===== config.mk =====
export PLATFORM = sky130hd
export DESIGN_NAME = flow_key_extractor_flat
export DESIGN_NICKNAME = d
export VERILOG_FILES = /design/src/rtl/flow_key_extractor_if.sv /design/src/rtl/flow_key_extractor.sv /design/src/flat_wrapper.sv
export SDC_FILE = /design/constraint.sdc
export NUM_CORES = 1
export LEC_CHECK = 0
export BUFFER_PORTS_ARGS = -buffer_cell sky130_fd_sc_hd__buf_4
export CELL_PAD_IN_SITES_DETAIL_PLACEMENT = 1
export CELL_PAD_IN_SITES_GLOBAL_PLACEMENT = 2
export CORE_ASPECT_RATIO = 1.5
export CORE_UTILIZATION = 34
export CTS_BUF_LIST = sky130_fd_sc_hd__clkbuf_4 sky130_fd_sc_hd__clkbuf_8
export DETAILED_ROUTE_END_ITERATION = 8
export PLACE_DENSITY = 0.9
export SLEW_MARGIN = 10
export SYNTH_ARGS = -nofsm -noshare
export SYNTH_HDL_FRONTEND = slang
export SYNTH_SLANG_ARGS = --single-unit

===== constraint.sdc =====
create_clock -name clk -period 3 [get_ports clk]
set_clock_uncertainty 0.15 [all_clocks]
set_input_delay 0.15 -clock clk [delete_from_list [all_inputs] [get_ports clk]]
set_output_delay 0.15 -clock clk [all_outputs]
set_load 0.02 [all_outputs]

===== src/rtl/flow_key_extractor_if.sv =====
// flow_key_extractor_if: AXI4-Stream beat signals shared by a stream source and a snooping sink
interface flow_key_extractor_if;
    logic [63:0] tdata;
    logic        tvalid;
    logic        tready;
    logic        tlast;
    modport master (output tdata, tvalid, tready, tlast);
    modport slave  (input  tdata, tvalid, tready, tlast);
endinterface


===== src/rtl/flow_key_extractor.sv =====
// flow_key_extractor: snoops an Ethernet stream and emits an IPv4 5-tuple flow key per eligible packet
module flow_key_extractor (
    input  logic                       clk,
    input  logic                       rst_n,
    flow_key_extractor_if.slave        s_axis,
    output logic [127:0]               flow_key,
    output logic                       flow_key_valid,
    output logic [31:0]                pkt_cnt,
    output logic [31:0]                key_cnt,
    output logic [31:0]                skip_cnt
);
    typedef enum logic [2:0] {S_B0, S_B1, S_B2, S_B3, S_B4, S_DRAIN} state_t;

    state_t         r_state;
    logic [7:0]     r_proto;
    logic           r_l4_ok;
    logic [31:0]    r_src_ip;
    logic [15:0]    r_dst_hi;
    logic           r_key_sent;
    logic [127:0]   r_flow_key;
    logic           r_key_valid;
    logic [31:0]    r_pkt_cnt;
    logic [31:0]    r_key_cnt;
    logic [31:0]    r_skip_cnt;

    logic [63:0]    w_d;
    logic           w_beat;
    logic           w_last;
    logic           w_ipv4;
    logic           w_emit;
    logic           w_skip;

    // Lane k of the beat carries byte k of the 8-byte group; fields are big-endian across lanes
    assign w_d    = s_axis.tdata;
    assign w_beat = s_axis.tvalid && s_axis.tready;
    assign w_last = w_beat && s_axis.tlast;
    assign w_ipv4 = ({w_d[39:32], w_d[47:40]} == 16'h0800) && (w_d[55:48] == 8'h45);
    assign w_emit = w_beat && (r_state == S_B4);
    assign w_skip = w_last && !w_emit && !r_key_sent;

    assign flow_key       = r_flow_key;
    assign flow_key_valid = r_key_valid;
    assign pkt_cnt        = r_pkt_cnt;
    assign key_cnt        = r_key_cnt;
    assign skip_cnt       = r_skip_cnt;

    // Header walk: capture fields beat by beat and register the key on the S_B4 beat; tlast always restarts
    always_ff @(posedge clk or negedge rst_n) begin
        if (!rst_n) begin
            r_state     <= S_B0;
            r_proto     <= '0;
            r_l4_ok     <= 1'b0;
            r_src_ip    <= '0;
            r_dst_hi    <= '0;
            r_key_sent  <= 1'b0;
            r_flow_key  <= '0;
            r_key_valid <= 1'b0;
        end else begin
            r_key_valid <= 1'b0;
            if (w_beat) begin
                case (r_state)
                    S_B0: r_state <= S_B1;
                    S_B1: r_state <= w_ipv4 ? S_B2 : S_DRAIN;
                    S_B2: begin
                        r_proto <= w_d[63:56];
                        r_l4_ok <= (w_d[63:56] == 8'd6 || w_d[63:56] == 8'd17) &&
                                   ({w_d[36:32], w_d[47:40]} == 13'd0);
                        r_state <= S_B3;
                    end
                    S_B3: begin
                        r_src_ip <= {w_d[23:16], w_d[31:24], w_d[39:32], w_d[47:40]};
                        r_dst_hi <= {w_d[55:48], w_d[63:56]};
                        r_state  <= S_B4;
                    end
                    S_B4: begin
                        r_flow_key  <= {24'h0, r_proto,
                                        r_l4_ok ? {w_d[39:32], w_d[47:40]} : 16'h0,
                                        r_l4_ok ? {w_d[23:16], w_d[31:24]} : 16'h0,
                                        r_dst_hi, w_d[7:0], w_d[15:8], r_src_ip};
                        r_key_valid <= 1'b1;
                        r_key_sent  <= 1'b1;
                        r_state     <= S_DRAIN;
                    end
                    default: r_state <= S_DRAIN;
                endcase
                if (s_axis.tlast) begin
                    r_state    <= S_B0;
                    r_key_sent <= 1'b0;
                end
            end
        end
    end

    // Statistics counters; each advances independently so coincident events are never lost
    always_ff @(posedge clk or negedge rst_n) begin
        if (!rst_n) begin
            r_pkt_cnt  <= '0;
            r_key_cnt  <= '0;
            r_skip_cnt <= '0;
        end else begin
            r_pkt_cnt  <= r_pkt_cnt  + {31'd0, w_last};
            r_key_cnt  <= r_key_cnt  + {31'd0, w_emit};
            r_skip_cnt <= r_skip_cnt + {31'd0, w_skip};
        end
    end
endmodule


===== src/flat_wrapper.sv =====
// flat-port wrapper written by rule: the top's interface ports become plain ports
module flow_key_extractor_flat 
  (clk, rst_n, flow_key, flow_key_valid, pkt_cnt, key_cnt, skip_cnt, s_axis_tdata, s_axis_tvalid, s_axis_tready, s_axis_tlast);
  flow_key_extractor_if s_axis_i ();
  input  logic clk;
  input  logic rst_n;
  output logic [127:0] flow_key;
  output logic flow_key_valid;
  output logic [31:0] pkt_cnt;
  output logic [31:0] key_cnt;
  output logic [31:0] skip_cnt;
  input wire logic [$bits(s_axis_i.tdata)-1:0] s_axis_tdata;
  input wire logic [$bits(s_axis_i.tvalid)-1:0] s_axis_tvalid;
  input wire logic [$bits(s_axis_i.tready)-1:0] s_axis_tready;
  input wire logic [$bits(s_axis_i.tlast)-1:0] s_axis_tlast;
  assign s_axis_i.tdata = s_axis_tdata;
  assign s_axis_i.tvalid = s_axis_tvalid;
  assign s_axis_i.tready = s_axis_tready;
  assign s_axis_i.tlast = s_axis_tlast;
  flow_key_extractor u_core (.clk(clk), .rst_n(rst_n), .s_axis(s_axis_i), .flow_key(flow_key), .flow_key_valid(flow_key_valid), .pkt_cnt(pkt_cnt), .key_cnt(key_cnt), .skip_cnt(skip_cnt));
endmodule

==> impl_summary.md <==
Outcome
The run finished with clean final reports.

Synth
By area, the combinational part of the netlist is dominated by simple AND/OR/NAND/NOR gates. Counting distinct cell types in the post-synthesis netlist gives 37. In this run the biggest area consumer among cell types represents 60.4% of the synthesized area. Measured against the total synthesized area, the mux share comes to 5.91%.

Yosys printed 0 warnings. The post-synthesis simple-gate area fraction is 21.4%. In this run, synthesis produced a sequential element count of between 200 and 300. After Yosys synthesis, XOR and XNOR cells account for about 7.3% of the synthesized area.

After synthesis, flip-flops and latches occupy 60.4% of the total area. Counting flops with an async set or reset pin after synthesis yields a share of 100%. Sorting the synthesized cells by area gives the leading types as sky130_fd_sc_hd__dfrtp_1, sky130_fd_sc_hd__nand2_1, sky130_fd_sc_hd__mux2_2.

Averaged over all synthesized cells, the footprint is ~11 µm². After Yosys synthesis, full adders, half adders and majority gates account for less than 1% of the synthesized area. For this run, the leading register cell type out of synthesis is sky130_fd_sc_hd__dfrtp_1. The mapped netlist covers between 0.01 and 0.015 mm². The number of synthesized flops with an enable pin is 0. The compound-cell area share of the yosys netlist is 0.415%. The number of instances in the synthesized netlist is 988. The largest area contributor in the synthesized netlist is sky130_fd_sc_hd__dfrtp_1.

Floorplanning
The vertical die dimension is 221 µm. In this run the core area contains around 80 standard-cell rows. From left edge to right edge, the die measures 148 µm. For this configuration, the core starts out at a cell density of 34.8%. The core area is 0.0312 mm². The floorplan step defined a die boundary enclosing ~0.033 mm². For this design the top-level I/O count stands at between 200 and 300.

STA
Derived from the worst setup path, the maximum achievable clock frequency is 361 MHz. Adding up every negative setup slack in the final design gives 0 ns. The final critical path takes up 92.3% of the cycle. The time the worst path needs with I/O delays and setup is 2.77 ns. At the pin with the least slew margin, the transition time is 0.716 ns. The number of pins exceeding their max-slew limit in the final report was 0. The worst relative slew slack is 52.3%. The hold violation total from the final report is 0. The total setup violations reported at the end of the flow is 0. Setup repair after global routing left no endpoint under its margin.

Worst setup path
In this run the worst path has a maximum fanout of 8. The arrival time of data at the critical path endpoint is 3.06 ns. The minimum setup slack among reg-to-reg paths is 0.23 ns. The cell that appears most often on the critical path is sky130_fd_sc_hd__ha_1. The critical path is of the register to register type.

For this design, the slowest cell found on the critical path is sky130_fd_sc_hd__nor4_4. Walking the worst path, the cells encountered are or4b_4 -> clkinv_4 -> nor3_1 -> ha_1 -> ha_1 -> inv_1 -> nor4_4 -> nand4_1 -> xnor2_1. On the worst path, the slowest cell contributes a delay of 0.56 ns. The element type at the critical path end is a register. The startpoint identified for the worst register-to-register timing path is u_core.r_state[2]. The required time of the critical path is 3.29 ns.

The most critical setup path has its startpoint at u_core.r_state[2]. The startpoint class of the critical path is a register.

Global routing
Global routing used roughly a fifth of the available tracks across all layers. The routing usage on met1 is 22.1%. The met2 track demand over resource is around a third. The total grt overflow is 0.

The number of global-route vias before repair is 9510. The first global-routing pass estimated between 50 and 60 mm of wire. The met3 routing resource usage after global routing is slightly above 5%. The global routing stage identified its most utilized layer as met2.

The number of antenna violations at the first check in global routing is 3. Entering global routing, the biggest net connects 86 pins.

Route
Dividing the detail-routed wire length by the instance count gives 17.9 µm. For this run, the detailed router's first-pass iteration total came to 4. The initial DRC count is 290.

The count of nets left with antenna violations once routing finished came out at 0. After detailed routing, the total wire length is 32.0 mm. The final route contains 8644 vias. After detailed routing, the number of vias per cell comes to roughly 4.8. The remaining design rule violation count is 0.

Job
The tool flagged a number of max-cap violations equal to 0.

Layout
The leading cell type in the layout, fill and taps excluded is sky130_fd_sc_hd__nand2_1. From synthesis to final layout, the design area changed by 36.7%. The layout has 3461 filler cells. The share of post-route cells with drive strength above 1 is 31.2%. The count of cells in the finished layout, fillers not included, comes to 1787. The number of nets in the final layout is 1426. In the layout the commonest cells are sky130_fd_sc_hd__nand2_1, sky130_fd_sc_hd__buf_4, sky130_fd_sc_hd__dfrtp_1, sky130_fd_sc_hd__dlygate4sd3_1, sky130_fd_sc_hd__nand3_1.

Pwr
The maximum vdd drop is between 300 and 400 µV. Power spread over the standard cell area amounts to 548 mW/mm². For this design the static power due to leakage is 7.95 nW.

Clock tree
The CTS H-tree depth is 2. The register clock-pin slew on the reported worst setup and hold paths is 0.07 ns. In this run, CTS created clock tree buffers numbering 43. The TritonCTS clock tree is yes. In this run the clock root is driven by a sky130_fd_sc_hd__clkbuf_8.

No sink is reached through more buffers than the 3 on the longest clock path. Clock latency on the worst-skew pair, taken at its later pin, is 0.55 ns. CTS saw 262 sinks. The total of cells resized after clock tree synthesis is 0.

Place
The final weighted congestion in routability-driven placement is 0.794. The half-perimeter wire length of the detailed placement result is 20.9 mm. The number of port buffers is 269.

The cell total after placement is roughly 1600.

Min path
The worst hold path belongs to the class primary input to async pin.
[cell usage after synthesis (5+ instances only)]
cell                         n
sky130_fd_sc_hd__buf_4      28
sky130_fd_sc_hd__nor3_1     21
sky130_fd_sc_hd__ha_1        7
sky130_fd_sc_hd__buf_2      14
sky130_fd_sc_hd__xnor2_1    61
sky130_fd_sc_hd__buf_6       5
sky130_fd_sc_hd__nand3_1    66
sky130_fd_sc_hd__nor4_1      6
sky130_fd_sc_hd__and3_1     10
sky130_fd_sc_hd__nor2_1     17
sky130_fd_sc_hd__mux2_2     57
sky130_fd_sc_hd__dfrtp_1   262
sky130_fd_sc_hd__clkbuf_1   11
sky130_fd_sc_hd__xor2_1     29
sky130_fd_sc_hd__inv_1       8
sky130_fd_sc_hd__and2_1      5
sky130_fd_sc_hd__and4_1      9
sky130_fd_sc_hd__nand4_1    30
sky130_fd_sc_hd__nand2_1   313
[routing by layer]
metal	part of all wire (%)	wire length (µm)
met4	4.0	1290
met3	5.8	1850
met2	52	16500
met1	38	12300
met5	0.084	27
[registers in the layout, summed over array words and instances, names as in the netlist]
name                   flops
u_core.flow_key          104
u_core.r_key_sent          1
u_core.r_proto             8
u_core.r_l4_ok             1
u_core.key_cnt            32
u_core.flow_key_valid      1
u_core.r_dst_hi           16
u_core.r_src_ip           32
u_core.pkt_cnt            32
u_core.r_state             3
u_core.skip_cnt           32
[worst paths after layout]
| path | cells past startpoint | to |
|---|---|---|
| setup reg to reg | 9 | u_core.skip_cnt[18] |
| hold reg to reg | 2 | u_core.flow_key[58] |
| min in group clk | 4 | u_core.flow_key[42] |
| setup / recovery | 9 | u_core.skip_cnt[18] |
| max in group asynchronous | 3 | u_core.flow_key[60] |
| hold / removal | 2 | u_core.key_cnt[20] |
[worst max-delay path: cells and delay by family, from the launching register on]
kind          cells  cell delay, ns
simple gates      4            1.32
flops             1            0.44
fa+ha+maj         2            0.43
buf+inv           2            0.17
xor+xnor          1            0.16
[stage by stage]
| step | setup WS (ns) | power [W] | utilization, % | hold WS [ns] | area [µm²] |
|---|---|---|---|---|---|
| global route | 0.0387 | 0.00851 | 47.5 | 0.0608 | 14800 |
| detailed placement | 0.141 | 0.00485 | 42.4 | 0.0588 | 13300 |
| finish | 0.231 | 0.00814 | 47.5 | 0.0322 | 14800 |
| CTS | 0.136 | 0.00827 | 47.5 | 0.0315 | 14800 |
| floorplan | 0.257 | 0.00433 | - | -0.296 | 10900 |
| global placement | 0.262 | 0.00482 | 42.4 | 0.0561 | 13300 |
[cell families after synthesis]
logic type | count (synthesis)
xor gates and xnor gates | 90
DFF | 262
buffers and inverters | 67
AOI/OAI and AO/OA | 6
other | 1
and+or+nand+nor | 498
adders and majority gates | 7
muxes | 57
[layout make-up]
cell class                      instances  area, µm²  area share (%)
Sequential cell                       262       6560            44.2
Antenna cell                            1       2.50          0.0169
Inverter                                9       38.8           0.261
Clock inverter                          5       27.5           0.185
Clock buffer                           71        877            5.91
Multi-Input combinational cell        682       3980            26.8
Timing Repair Buffer                  352       2860            19.2
Tap cell                              405        507            3.41
[report_power, final]
part           leakage [nW]  total (W)  switching [W]  internal (W)
Clock                 0.485    0.00329        0.00145       0.00184
Combinational          3.87   0.000989       0.000586      0.000402
Sequential             3.59    0.00387       0.000161       0.00371
Total                  7.95    0.00814        0.00219       0.00595
[timing repair]
action,4_1_cts,5_1_grt
setup endpoints to repair,0,1
setup buffers,0,1
hold endpoints to repair,190,0
hold buffers,68,0
No activity file was read; power rests on OpenSTA's default activity.
